[config.mk]
export PLATFORM = sky130hd
export DESIGN_NAME = onehot_encoder_32_5
export DESIGN_NICKNAME = d
export VERILOG_FILES = /design/src/rtl/onehot_encoder_32_5.sv
export SDC_FILE = /design/constraint.sdc
export NUM_CORES = 1
export LEC_CHECK = 0
export ABC_AREA = 1
export CORE_UTILIZATION = 35
export DETAILED_ROUTE_END_ITERATION = 8
export PLACE_DENSITY_LB_ADDON = 0.2
export REMOVE_ABC_BUFFERS = 1
export SYNTH_ARGS = -nofsm -noshare
export SYNTH_HDL_FRONTEND = slang
export SYNTH_SLANG_ARGS = --single-unit
[constraint.sdc]
create_clock -name clk -period 8.4 [get_ports clk]
set_input_delay 2.52 -clock clk [delete_from_list [all_inputs] [get_ports clk]]
set_output_delay 2.52 -clock clk [all_outputs]
set_load 0.005 [all_outputs]
[src/rtl/onehot_encoder_32_5.sv]
// Serialises a select/request mask into a burst of set-bit indices (inverse of the 5-to-32 decoder).
// One mask is held at a time; in_ready stays low until its final beat has been accepted.
module onehot_encoder_32_5 #(
   parameter int unsigned WIDTH     = 32,
   parameter int unsigned IDX_W     = 5,
   parameter bit          LSB_FIRST = 1'b1
) (
   input  logic             clk,
   input  logic             rst_n,
   input  logic             in_valid,
   output logic             in_ready,
   input  logic [WIDTH-1:0] in_mask,
   output logic             out_valid,
   input  logic             out_ready,
   output logic [IDX_W-1:0] out_index,
   output logic             out_last,
   output logic             out_empty,
   output logic [IDX_W:0]   out_count,
   output logic             out_onehot
);

   typedef enum logic [0:0] {StIdle, StEmit} state_e;

   state_e           state_q;
   logic [WIDTH-1:0] pending_q;
   logic [IDX_W:0]   in_count;
   logic             at_most_one;

   function automatic logic [IDX_W:0] popcount(input logic [WIDTH-1:0] m);
      logic [IDX_W:0] c;
      c = '0;
      for (int i = 0; i < int'(WIDTH); i++) begin
         c = c + {{IDX_W{1'b0}}, m[i]};
      end
      return c;
   endfunction

   assign in_count = popcount(in_mask);

   // Priority pick over pending: the last match in the scan direction wins.
   always_comb begin
      out_index = '0;
      if (LSB_FIRST) begin
         for (int i = int'(WIDTH) - 1; i >= 0; i--) begin
            if (pending_q[i]) out_index = IDX_W'(i);
         end
      end else begin
         for (int i = 0; i < int'(WIDTH); i++) begin
            if (pending_q[i]) out_index = IDX_W'(i);
         end
      end
   end

   assign at_most_one = (pending_q & (pending_q - WIDTH'(1))) == '0;
   assign out_valid   = (state_q == StEmit);
   assign in_ready    = (state_q == StIdle);
   assign out_last    = out_valid && at_most_one;

   always_ff @(posedge clk or negedge rst_n) begin
      if (!rst_n) begin
         state_q    <= StIdle;
         pending_q  <= '0;
         out_count  <= '0;
         out_onehot <= 1'b0;
         out_empty  <= 1'b0;
      end else begin
         case (state_q)
            StIdle: begin
               if (in_valid) begin
                  pending_q  <= in_mask;
                  out_count  <= in_count;
                  out_onehot <= (in_count == (IDX_W+1)'(1));
                  out_empty  <= (in_mask == '0);
                  state_q    <= StEmit;
               end
            end
            StEmit: begin
               if (out_ready) begin
                  // Harmless for an empty mask: bit 0 is already clear.
                  pending_q[out_index] <= 1'b0;
                  if (out_last) begin
                     state_q    <= StIdle;
                     out_count  <= '0;
                     out_onehot <= 1'b0;
                     out_empty  <= 1'b0;
                  end
               end
            end
            default: state_q <= StIdle;
         endcase
      end
   end

endmodule

-- Word level (Yosys, flattened, before mapping)
Cells that the tools add are included.
- bitwise operators: 4
- $add $sub $neg: 32
- mux-type cells: 51
- reduce and logical (&&, ||, !) cells: 6
- equal/unequal tests: 4
- magnitude comparators: 2
- operator list (operator ; number):
    $mux 5 ; 32
    $add 6x1->6 ; 26
    $and 32x32->32 ; 2
    $logic_not 32->1 ; 2
    $mux 32 ; 2
    $pmux 32 s2 ; 1
    $not 32->32 ; 1
    $sub 32x1->32 const B ; 1
    $mux 6 ; 3
    $pmux 6 s2 ; 1
    $mux 1 ; 8
    $add 5x1->6 ; 1
    $eq 6x1->1 const B ; 1
    $lt 5x6->1 const B ; 1
    $ne 2x2->1 const B ; 3
    $pmux 1 s2 ; 3
    $add 4x1->5 ; 1
    $demux 1 s5 ; 1
    $ge 5x1->1 const B ; 1
    $add 3x1->4 ; 1
    $add 2x1->3 ; 1
    $reduce_and 3->1 ; 1
    $add 1x1->2 ; 1
    $logic_and 1x1->1 ; 2
    other kinds (2) ; 2
- output and inout bits: 16
- word-level logic and storage cells: 104
- bits in registers: 41
- input bits: 36

-- Longest topological paths before layout
- word-level depth: 40
- gate-level depth with buffers: 31
- gate-level depth less buffers: 31

-- Least setup slack after synthesis
Ideal clock, no wire load.
- path kind: in2reg
- from: input port in_mask[17]
- to: register out_onehot
- arrival time: 6.810 ns
- buffers on the path: 0
- data required time: 8.324 ns
- stages on the path: 18
- slack: 1.513 ns
- setup time: 0.076 ns
- cell sequence: fa_1 -> inv_1 -> fa_1 -> inv_1 -> fa_1 -> inv_1 -> fa_1 -> fa_1 -> fa_1 -> inv_1 -> ha_1 -> fa_1 -> a21oi_1 -> nor2_1 -> nor2_1 -> xor2_1 -> nand4_1 -> o21ai_1
- cells in the longest elaborated chain, start to end: 18
- RTL lines (element ; RTL line ; text):
    start, declared ; 12 ; input logic [WIDTH-1:0] in_mask,
    $add 6x1->6 (15 in a row) ; 33 ; c = c + {{IDX_W{1'b0}}, m[i]};
    $eq 6x1->1 ; 72 ; out_onehot <= (in_count == (IDX_W+1)'(1));
    $mux 1 ; 69 ; if (in_valid) begin
    $pmux 1 s2 ; 67 ; case (state_q)
    end signal, assigned ; 72 ;
    end, declared ; 19 ; output logic out_onehot
Every way passes these cells. The select of a mux whose other input is x is not followed.
A chain may end at the register's enable or synchronous reset.

-- Worst setup path after layout
Ends and elaborated chain as after synthesis.

==> flow_metrics.py <==
metrics = {
    "run_status": {
        "status": "finished, final reports clean",
    },
    "cts": {
        "cts_sinks": 41,
        "cts_resized": 0,
        "ctsHoldBuffers": 0,
        "cts_buffers": 5,
        "root_buffer": "clkbuf_8",
        "htreeDepth": 2,
        "cts_tree": "done",
        "postCtsSetupBuffers": 0,
        "clk_pin_slew_ns": 0.09,
        "clock_path_buffers": 2,
        "clkLatencyLatePin_ns": 0.32,
    },
    "die": {
        "die_y_um": 103,
        "die_x_um": 103,
        "core_sq_um": 9860,
        "num_rows": 36,
        "die-area_sq_um": 10700,
        "io_pins": 52,
        "start_util": 0.365,
    },
    "route": {
        "drt_wl_total_mm": 10.5,
        "postRouteAntennaNets": 0,
        "wl_per_cell_um": 15.3,
        "via_count": 3380,
        "dr.pass1.iters": 5,
        "routed_via_density": 4.93,
        "drt-initial-drc-count": 159,
        "drc": 0,
    },
    "synth": {
        "synth_top_area_share": 0.285,
        "postSynthCellCount": 507,
        "ys_seq_area_frac": 0.285,
        "ys.warnings.count": 0,
        "synth.largest_area_cell": "dfrtp_1",
        "syn-cell-area_sq_um": 3600,
        "synth_cell_type_count": 36,
        "syn_area_per_cell_sq_um": 7.11,
        "ys_seq_elements": 41,
        "yosys-top-cells-area": "dfrtp_1, fa_1, nand2_1, inv_1, nor2_1",
    },
    "global_route": {
        "grt_first_pass_wirelength_mm": 17.2,
        "grt_start_max_net_pins": 42,
        "grt.overflow.total": 0,
        "grt_pass1_vias": 3295,
        "grtUsageTotal": 0.217,
        "antenna_found_initial": 0,
    },
    "timing": {
        "slew_violations": 0,
        "post-route-period-util": 0.870,
        "fmax_ghz": 0.137,
        "setup_viol": 0,
        "slew-limit-headroom": 0.332,
        "setup_slack_ns": 1.09,
        "worst_pin_slew_ns": 1.00,
        "hold_slack_ns": 0.485,
        "rsz0062_at_grt": "no",
        "tns_ns": 0,
        "period_needed_ns": 7.31,
        "hold_viol_final": 0,
        "finClkSkew_ns": 0.0146,
    },
    "placement": {
        "dp_hpwl_mm": 8.34,
        "pre_cts_slack_ns": 0.742,
        "routabilityCongestion": 0.913,
        "port_buffers": 51,
    },
    "finish": {
        "n_fill_cell": 1026,
        "fin_nets": 620,
        "antennaDiodeCount": 0,
        "syn2layout_area_growth_pct": 20.5,
        "final_util": 0.440,
        "layout-drive-gt1-share": 0.0561,
    },
    "setup_path": {
        "cp_max_fo": 3,
        "path_depth": 19,
        "slowest_delay_ns": 0.58,
        "timing.rr.end": "pending_q[6]",
        "cp-start-kind": "primary input",
        "worstPathRequired_ns": 8.65,
        "crit_slowest_cell": "fa_1",
        "cp_num_buf_inv": 5,
        "ff2ff_path_depth": 7,
        "reg2reg_slack_ns": 5.08,
        "startpoint": "in_mask[17]",
        "critPathArrivalTime_ns": 7.56,
        "endpoint": "out_onehot",
        "cp-end-kind": "flop",
        "path_cells": "clkdlybuf4s50_1 -> fa_1 -> inv_1 -> fa_1 -> inv_1 -> fa_1 -> inv_1 -> fa_1 -> fa_1 -> fa_1 -> inv_1 -> ha_1 -> fa_1 -> a21oi_1 -> nor2_1 -> nor2_1 -> xor2_1 -> nand4_1 -> o21ai_1",
        "crit_family": "adder cells",
        "criticalPathCategory": "in -> reg",
        "cpMostUsedCell": "fa_1",
        "rr_startpoint": "out_valid",
    },
    "power_and_ir_drop": {
        "p_leak_nw": 2.08,
        "p_per_area_nw_per_um2": 240,
        "ir_worst_vdd_v": 0.000413,
    },
    "hold_path": {
        "worstHoldStart": "out_count[1]",
        "hp-class": "reg -> reg",
    },
    "flow_run": {
        "drv_cap": 0,
    },
}
-- worst min path at each step --
stage / end / slack (ns) / cells past startpoint
floorplan: out_count[1] / 0.47 / 2
global placement: out_count[2] / 0.46 / 2
detailed placement: out_count[2] / 0.46 / 2
CTS: out_count[2] / 0.49 / 2
global route: out_count[2] / 0.52 / 2
finish: out_count[1] / 0.48 / 2
-- Yosys cell counts (all sizes together) --
cell type / number
nand2: 106
inv: 90
nor2: 77
a21oi: 42
dfrtp: 41
o21ai: 41
fa: 24
nand3: 15
nor4: 14
a31oi: 11
clkbuf: 10
ha: 8
buf: 5
nor3: 5
nand4: 4
xor2: 3
a2111oi: 2
o22ai: 2
a211oi: 1
and2: 1
nand3b: 1
o21a: 1
o31ai: 1
or2: 1
or4: 1
-- worst min-delay path: cells and delay by family (launching register included) --
kind | cells | cell delay (ns)
flip-flops | 1 | 0.36
AND/OR/NAND/NOR | 2 | 0.09
-- power breakdown --
part | internal (mW) | switching (mW) | leakage (nW) | total [mW]
clock network | 0.0891 | 0.0846 | 0.0543 | 0.174
logic | 0.256 | 0.338 | 1.57 | 0.594
registers | 0.235 | 0.0371 | 0.448 | 0.272
-- per-layer routing --
metal	wire length [um]	global-route usage
met3	383	0.0249
met2	5050	0.355
met1	4930	0.306
met5	0	0
met4	119	0.0574
-- through the flow --
step / std cells / area, sq um / power [mW]
2_1_floorplan: 492 / 3540 / 0.709
3_3_place_gp: 678 / 4230 / 0.859
3_5_place_dp: 678 / 4230 / 0.876
4_1_cts: 686 / 4340 / 1.05
5_1_grt: 686 / 4340 / 1.16
6_report: 686 / 4340 / 1.04
-- sequential cells by signal (all words and copies together), names as in the netlist --
name / cells
pending_q: 32
out_valid: 1
out_empty: 1
out_onehot: 1
out_count: 6
-- kinds of logic (layout without fill, tap and decap cells) --
kind of cell,after synthesis,in the layout,share of synthesized area
compound gates,101,101,0.151
xor+xnor,3,3,0.00729
fa+ha+maj,32,32,0.161
simple gates,225,225,0.284
buf+inv,105,151,0.112
flops,41,41,0.285
-- cells in the final DEF, fill, tap and decap left out --
| master | Yosys | routed |
|---|---|---|
| nor4_1 | 12 | 12 |
| nand3_2 | 1 | 1 |
| o21a_1 | 1 | 1 |
| nor2_4 | 5 | 5 |
| inv_1 | 90 | 90 |
| bufinv_16 | 0 | 1 |
| clkinv_4 | 0 | 1 |
| nor2_2 | 4 | 4 |
| a31oi_1 | 11 | 11 |
| nor4_2 | 2 | 2 |
| or2_2 | 1 | 1 |
| a211oi_1 | 1 | 1 |
| a2111oi_0 | 2 | 2 |
| or4_1 | 1 | 1 |
| nand3_1 | 14 | 14 |
| a21oi_1 | 41 | 41 |
| a21oi_2 | 1 | 1 |
| buf_2 | 1 | 1 |
| o21ai_0 | 40 | 40 |
| ha_1 | 8 | 8 |
| o22ai_1 | 2 | 2 |
| nand2_4 | 1 | 1 |
| nand4_1 | 4 | 4 |
| and2_4 | 1 | 1 |
| clkbuf_8 | 0 | 5 |
| clkinvlp_4 | 0 | 1 |
| clkdlybuf4s50_1 | 0 | 50 |
| o31ai_2 | 1 | 1 |
| o21ai_1 | 1 | 1 |
| buf_4 | 0 | 2 |
| fa_1 | 24 | 24 |
| xor2_1 | 3 | 3 |
| dfrtp_1 | 41 | 41 |
| nand3b_4 | 1 | 1 |
| nand2_2 | 1 | 1 |
| nor3_1 | 4 | 4 |
| nand2_1 | 104 | 104 |
| nor2_1 | 68 | 68 |
| nor3_2 | 1 | 1 |
-- layout make-up --
| type | instances | area, sq um | share of cell area |
|---|---|---|---|
| clock buffer | 5 | 68.8 | 0.0159 |
| tap | 133 | 166 | 0.0383 |
| inverter | 90 | 338 | 0.0778 |
| multi-input combinational | 361 | 2170 | 0.501 |
| timing repair buffer | 53 | 520 | 0.120 |
| sequential | 41 | 1030 | 0.236 |
| clock inverter | 3 | 46.3 | 0.0107 |
(Power assumes the default switching activity.)
==> patch 1, RTL diff (same settings) <==
Change the parameter `LSB_FIRST` from 1'b1 to 1'b0.
--- a/src/rtl/onehot_encoder_32_5.sv
+++ b/src/rtl/onehot_encoder_32_5.sv
@@ -4,5 +4,5 @@
    parameter int unsigned WIDTH     = 32,
    parameter int unsigned IDX_W     = 5,
-   parameter bit          LSB_FIRST = 1'b1
+   parameter bit          LSB_FIRST = 1'b0
 ) (
    input  logic             clk,
Behaviour: not the same (a bounded check fails within 4 cycles, from zero or initial values and one cycle with rst_n low).
==> patch 1 against the original RTL <==
Total power up 32%. Core utilization down 1.3 points. Worst setup slack worse by 46 ps. Largest power group unchanged. Wire length up 14%. Design area grew 7.1%. Non-clock buffer count did not move. Synthesized area rose by 8.7%. Sequential cell count unchanged.
==> patch 1: results (changes against the original RTL) <==
| Metric | Value |
|---|---|
| Status | completed (unchanged) |
| Worst-Skew Late Latency | 310 ps |
| Clock Skews | 3.89 ps (was 14.6 ps) |
| Beginning of the worst hold path | out_empty (was out_count[1]) |
| Worst hold-check path type | flop to flop (unchanged) |
| # diodes | 0 (unchanged) |
| Global-route wire length before repair | 19400 um (was 17200 um) |
| Detailed Place HPWL | 9450 um (was 8340 um) |
| Synth Flop Type | dfrtp_1 (unchanged) |
| Crit path max-delay family | adder cells (unchanged) |
| Sequential fraction of the synthesis area | 26.2% (was 28.5%) |
| Synthesized-area fraction occupied by adder cells | 14.8% (was 16.1%) |
| Final GP Congestion | 0.877 (was 0.913) |
| Drt pass-1 iters | 6 (was 5) |
| Ys async rst share | 100% (unchanged) |
| Yosys warning count | 0 (unchanged) |
| Top post-synthesis cells by count | nand2_1 (108), inv_1 (101), nor2_1 (63) (was nand2_1 (104), inv_1 (90), nor2_1 (68)) |
| CP max stage delay | 550 ps (was 580 ps) |
| Grt total ovfl | 0 (unchanged) |
| Post-Route WL | 12000 um (was 10500 um) |
| R2R Path Start | out_valid (unchanged) |
| Vias in the first global route | 3872 (was 3295) |
| Place WS | 706 ps (was 742 ps) |
| Rel. slew slack | 32.9% (was 33.2%) |
| Post-CTS Repair Setup Buffers | 0 (unchanged) |
| Cell variety after synth | 39 (was 36) |
| Antenna violations before repair | 0 (unchanged) |
| Arrival @ worst endpoint | 7580 ps (was 7560 ps) |
| Vias per std cell | 5.35 (was 4.93) |
| Clk buf depth | 2 (unchanged) |
| Initial DRC Count | 308 (was 159) |
| Synth Area in Compound Gates | 15.8% (was 15.1%) |
| Xor/xnor share of the synthesized area | 0.671% (was 0.729%) |
| Regs by FF count | pending_q (32), out_count (6) (unchanged) |
| Root buf cell | clkbuf_8 (unchanged) |
| # resized after CTS | 0 (unchanged) |
| P_leak | 2.23 nW (was 2.08 nW) |
| Post-synthesis cell area | 0.00392 mm^2 (was 0.00360 mm^2) |
| Max IR drop VDD | 0.341 mV (was 0.413 mV) |
| Layout cells sized above 1 | 5.56% (was 5.61%) |
| Largest cells by area after synthesis | dfrtp_1 (26%), fa_1 (12%), nand2_1 (10%), inv_1 (9.7%), nor2_1 (6.0%) (was dfrtp_1 (28%), fa_1 (13%), nand2_1 (11%), inv_1 (9.4%), nor2_1 (7.1%)) |
| Gr usage total | 22.0% (was 21.7%) |
| Final #Nets | 678 (was 620) |
## patch 1: per-layer routing
layer  part of all wire, %  global-route usage [%]  vias up
met3                   6.4                    2.42       18
met4                   2.1                    8.02        0
met1                    46                    29.9     1922
met5                     0                       0        -
met2                    46                    35.9      145
li1                      -                       -     1934
## patch 1: cell type report
cell class | instances | area (um^2)
fillers | 1105 | 6240
multi-input cells | 404 | 2430
flip-flops and latches | 41 | 1030
repair buffers | 53 | 520
inverters | 105 | 394
well taps | 140 | 175
clock buffers | 7 | 96.3
clock inverters | 1 | 5.00
## patch 1: through the flow
stage	hold slack (ps)	utilization (%)	total power, mW	instances	area [um^2]
floorplan	476	-	0.957	550	3850
CTS	506	42.7	1.38	751	4650
global route	521	42.7	1.53	751	4650
finish	501	42.7	1.38	751	4650
global placement	480	41.7	1.22	743	4550
detailed placement	482	41.7	1.22	743	4550
## patch 1: where the power goes
part | switching (mW) | internal (mW) | total, mW | leakage [nW]
sequential | 0.0944 | 0.261 | 0.355 | 0.473
clock | 0.0761 | 0.0744 | 0.150 | 0.0542
combinational | 0.522 | 0.349 | 0.871 | 1.70
total | 0.692 | 0.684 | 1.38 | 2.23
## patch 1: worst paths after layout
| path | to | slack [ps] | cells after the start |
|---|---|---|---|
| worst max-delay path | out_onehot | 1040 | 19 |
| worst min-delay path | out_empty | 500 | 2 |
| worst max register to register | pending_q[9] | 4930 | 7 |
| worst min register to register | out_empty | 500 | 2 |
| max in group asynchronous | pending_q[6] | 5400 | 1 |
| min in group asynchronous | pending_q[19] | 2370 | 1 |
## patch 1: worst min-delay path, delay by kind of cell, from the launching register on
kind             cells  cell delay (ps)
flip-flops           1              350
AND/OR/NAND/NOR      1               60
AO/OA/AOI/OAI        1               50
==> patch 2, RTL diff (same settings) <==
Made on the original files. Reset style: synchronous (`rst_n`), changed in one clocked block.
--- a/src/rtl/onehot_encoder_32_5.sv
+++ b/src/rtl/onehot_encoder_32_5.sv
@@ -57,5 +57,5 @@
    assign out_last    = out_valid && at_most_one;
 
-   always_ff @(posedge clk or negedge rst_n) begin
+   always_ff @(posedge clk) begin
       if (!rst_n) begin
          state_q    <= StIdle;
Formal check against the unedited RTL: not equivalent (a bounded check fails within 4 cycles, from zero or initial values and one cycle with rst_n low; the reset may be asserted at any time).
==> patch 2 against the original RTL <==
Synthesized area down 4.8%. Design area down 4.4%. Critical path depth down 3. Worst setup slack worse by 50 ps. Count of clock-buffer cells in the layout unchanged. Wire length down 3.9%. First-iteration DRC count up 79%. Largest cell class unchanged. Sequential cell count unchanged. Total power up 1.5%. Critical path type unchanged.
==> patch 2: results (changes against the original RTL) <==
| Metric | Value |
|---|---|
| Fillers | 999 (was 1026) |
| Final #Nets | 595 (was 620) |
| Vias in the first global route | 3386 (was 3295) |
| Syn_area_per_cell | 7.06 um^2 (was 7.11 um^2) |
| Worst hold endpoint | out_count[3] (was out_count[1]) |
| Power per cell area | 255 mW/mm^2 (was 240 mW/mm^2) |
| Clock network power share | 15.7% (was 16.7%) |
| Number of non-filler instances in the completed layout | 657 (was 686) |
| Status | completed (unchanged) |
| Top post-synthesis cells by count | nand2_1 (91), inv_1 (80), nor2_1 (50) (was nand2_1 (104), inv_1 (90), nor2_1 (68)) |
| Met2 Wirelength | 4530 um (was 5050 um) |
| WHS Path Cells | 1 (was 2) |
| Detailed Place HPWL | 7920 um (was 8340 um) |
| Sequential fraction of the synthesis area | 23.9% (was 28.5%) |
| Xor/xnor share of the synthesized area | 0.766% (was 0.729%) |
| R2R Path Start | out_valid (unchanged) |
| Int Power | 0.590 mW (was 0.581 mW) |
| CP max stage delay | 550 ps (was 580 ps) |
| Clock Skews | 19.0 ps (was 14.6 ps) |
| Ys async rst share | 0% (was 100%) |
| FMAX | 0.136 GHz (was 0.137 GHz) |
| Rel. slew slack | 23.0% (was 33.2%) |
| Routed length on met3 | 436 um (was 383 um) |
| P_leak | 1.78 nW (was 2.08 nW) |
| Met3 global-route usage | 2.70% (was 2.49%) |
| Synth Area in Compound Gates | 21.4% (was 15.1%) |
| Place WS | 711 ps (was 742 ps) |
| Final hold slack | 507 ps (was 485 ps) |
| Layout cells sized above 1 | 4.17% (was 5.61%) |
| Routed vias | 3516 (was 3380) |
| Global-route wire length before repair | 16700 um (was 17200 um) |
| Cell variety after synth | 38 (was 36) |
| DP Cell Count | 649 (was 678) |
| Worst-path clk slew | 70 ps (was 90 ps) |
| Critical Path Source | in_mask[5] (was in_mask[17]) |
| Post-DP Area | 0.00404 mm^2 (was 0.00423 mm^2) |
| Setup crit end | out_onehot (unchanged) |
| Synth Flop Type | dfxtp_1 (was dfrtp_1) |
==> patch 2: cell types whose count changed in the layout (fill, tap and decap cells not counted), sizes merged, moves of 4 or more <==
| cell | delta |
|---|---|
| a21oi | -24 |
| a221oi | +30 |
| a31oi | -6 |
| dfrtp | -41 |
| dfxtp | +41 |
| inv | -7 |
| nand2 | -12 |
| nand3 | -5 |
| nand4 | +4 |
| nor2 | -22 |
| nor3 | +4 |
| o21ai | +9 |
==> patch 2: layout make-up <==
| class | instances | area, um^2 | share of cell area [%] |
|---|---|---|---|
| clock buffers | 5 | 68.8 | 1.66 |
| clock inverters | 3 | 46.3 | 1.12 |
| inverters | 84 | 315 | 7.60 |
| multi-input cells | 343 | 2220 | 53.5 |
| flip-flops and latches | 41 | 821 | 19.8 |
| well taps | 129 | 161 | 3.89 |
| repair buffers | 52 | 518 | 12.5 |
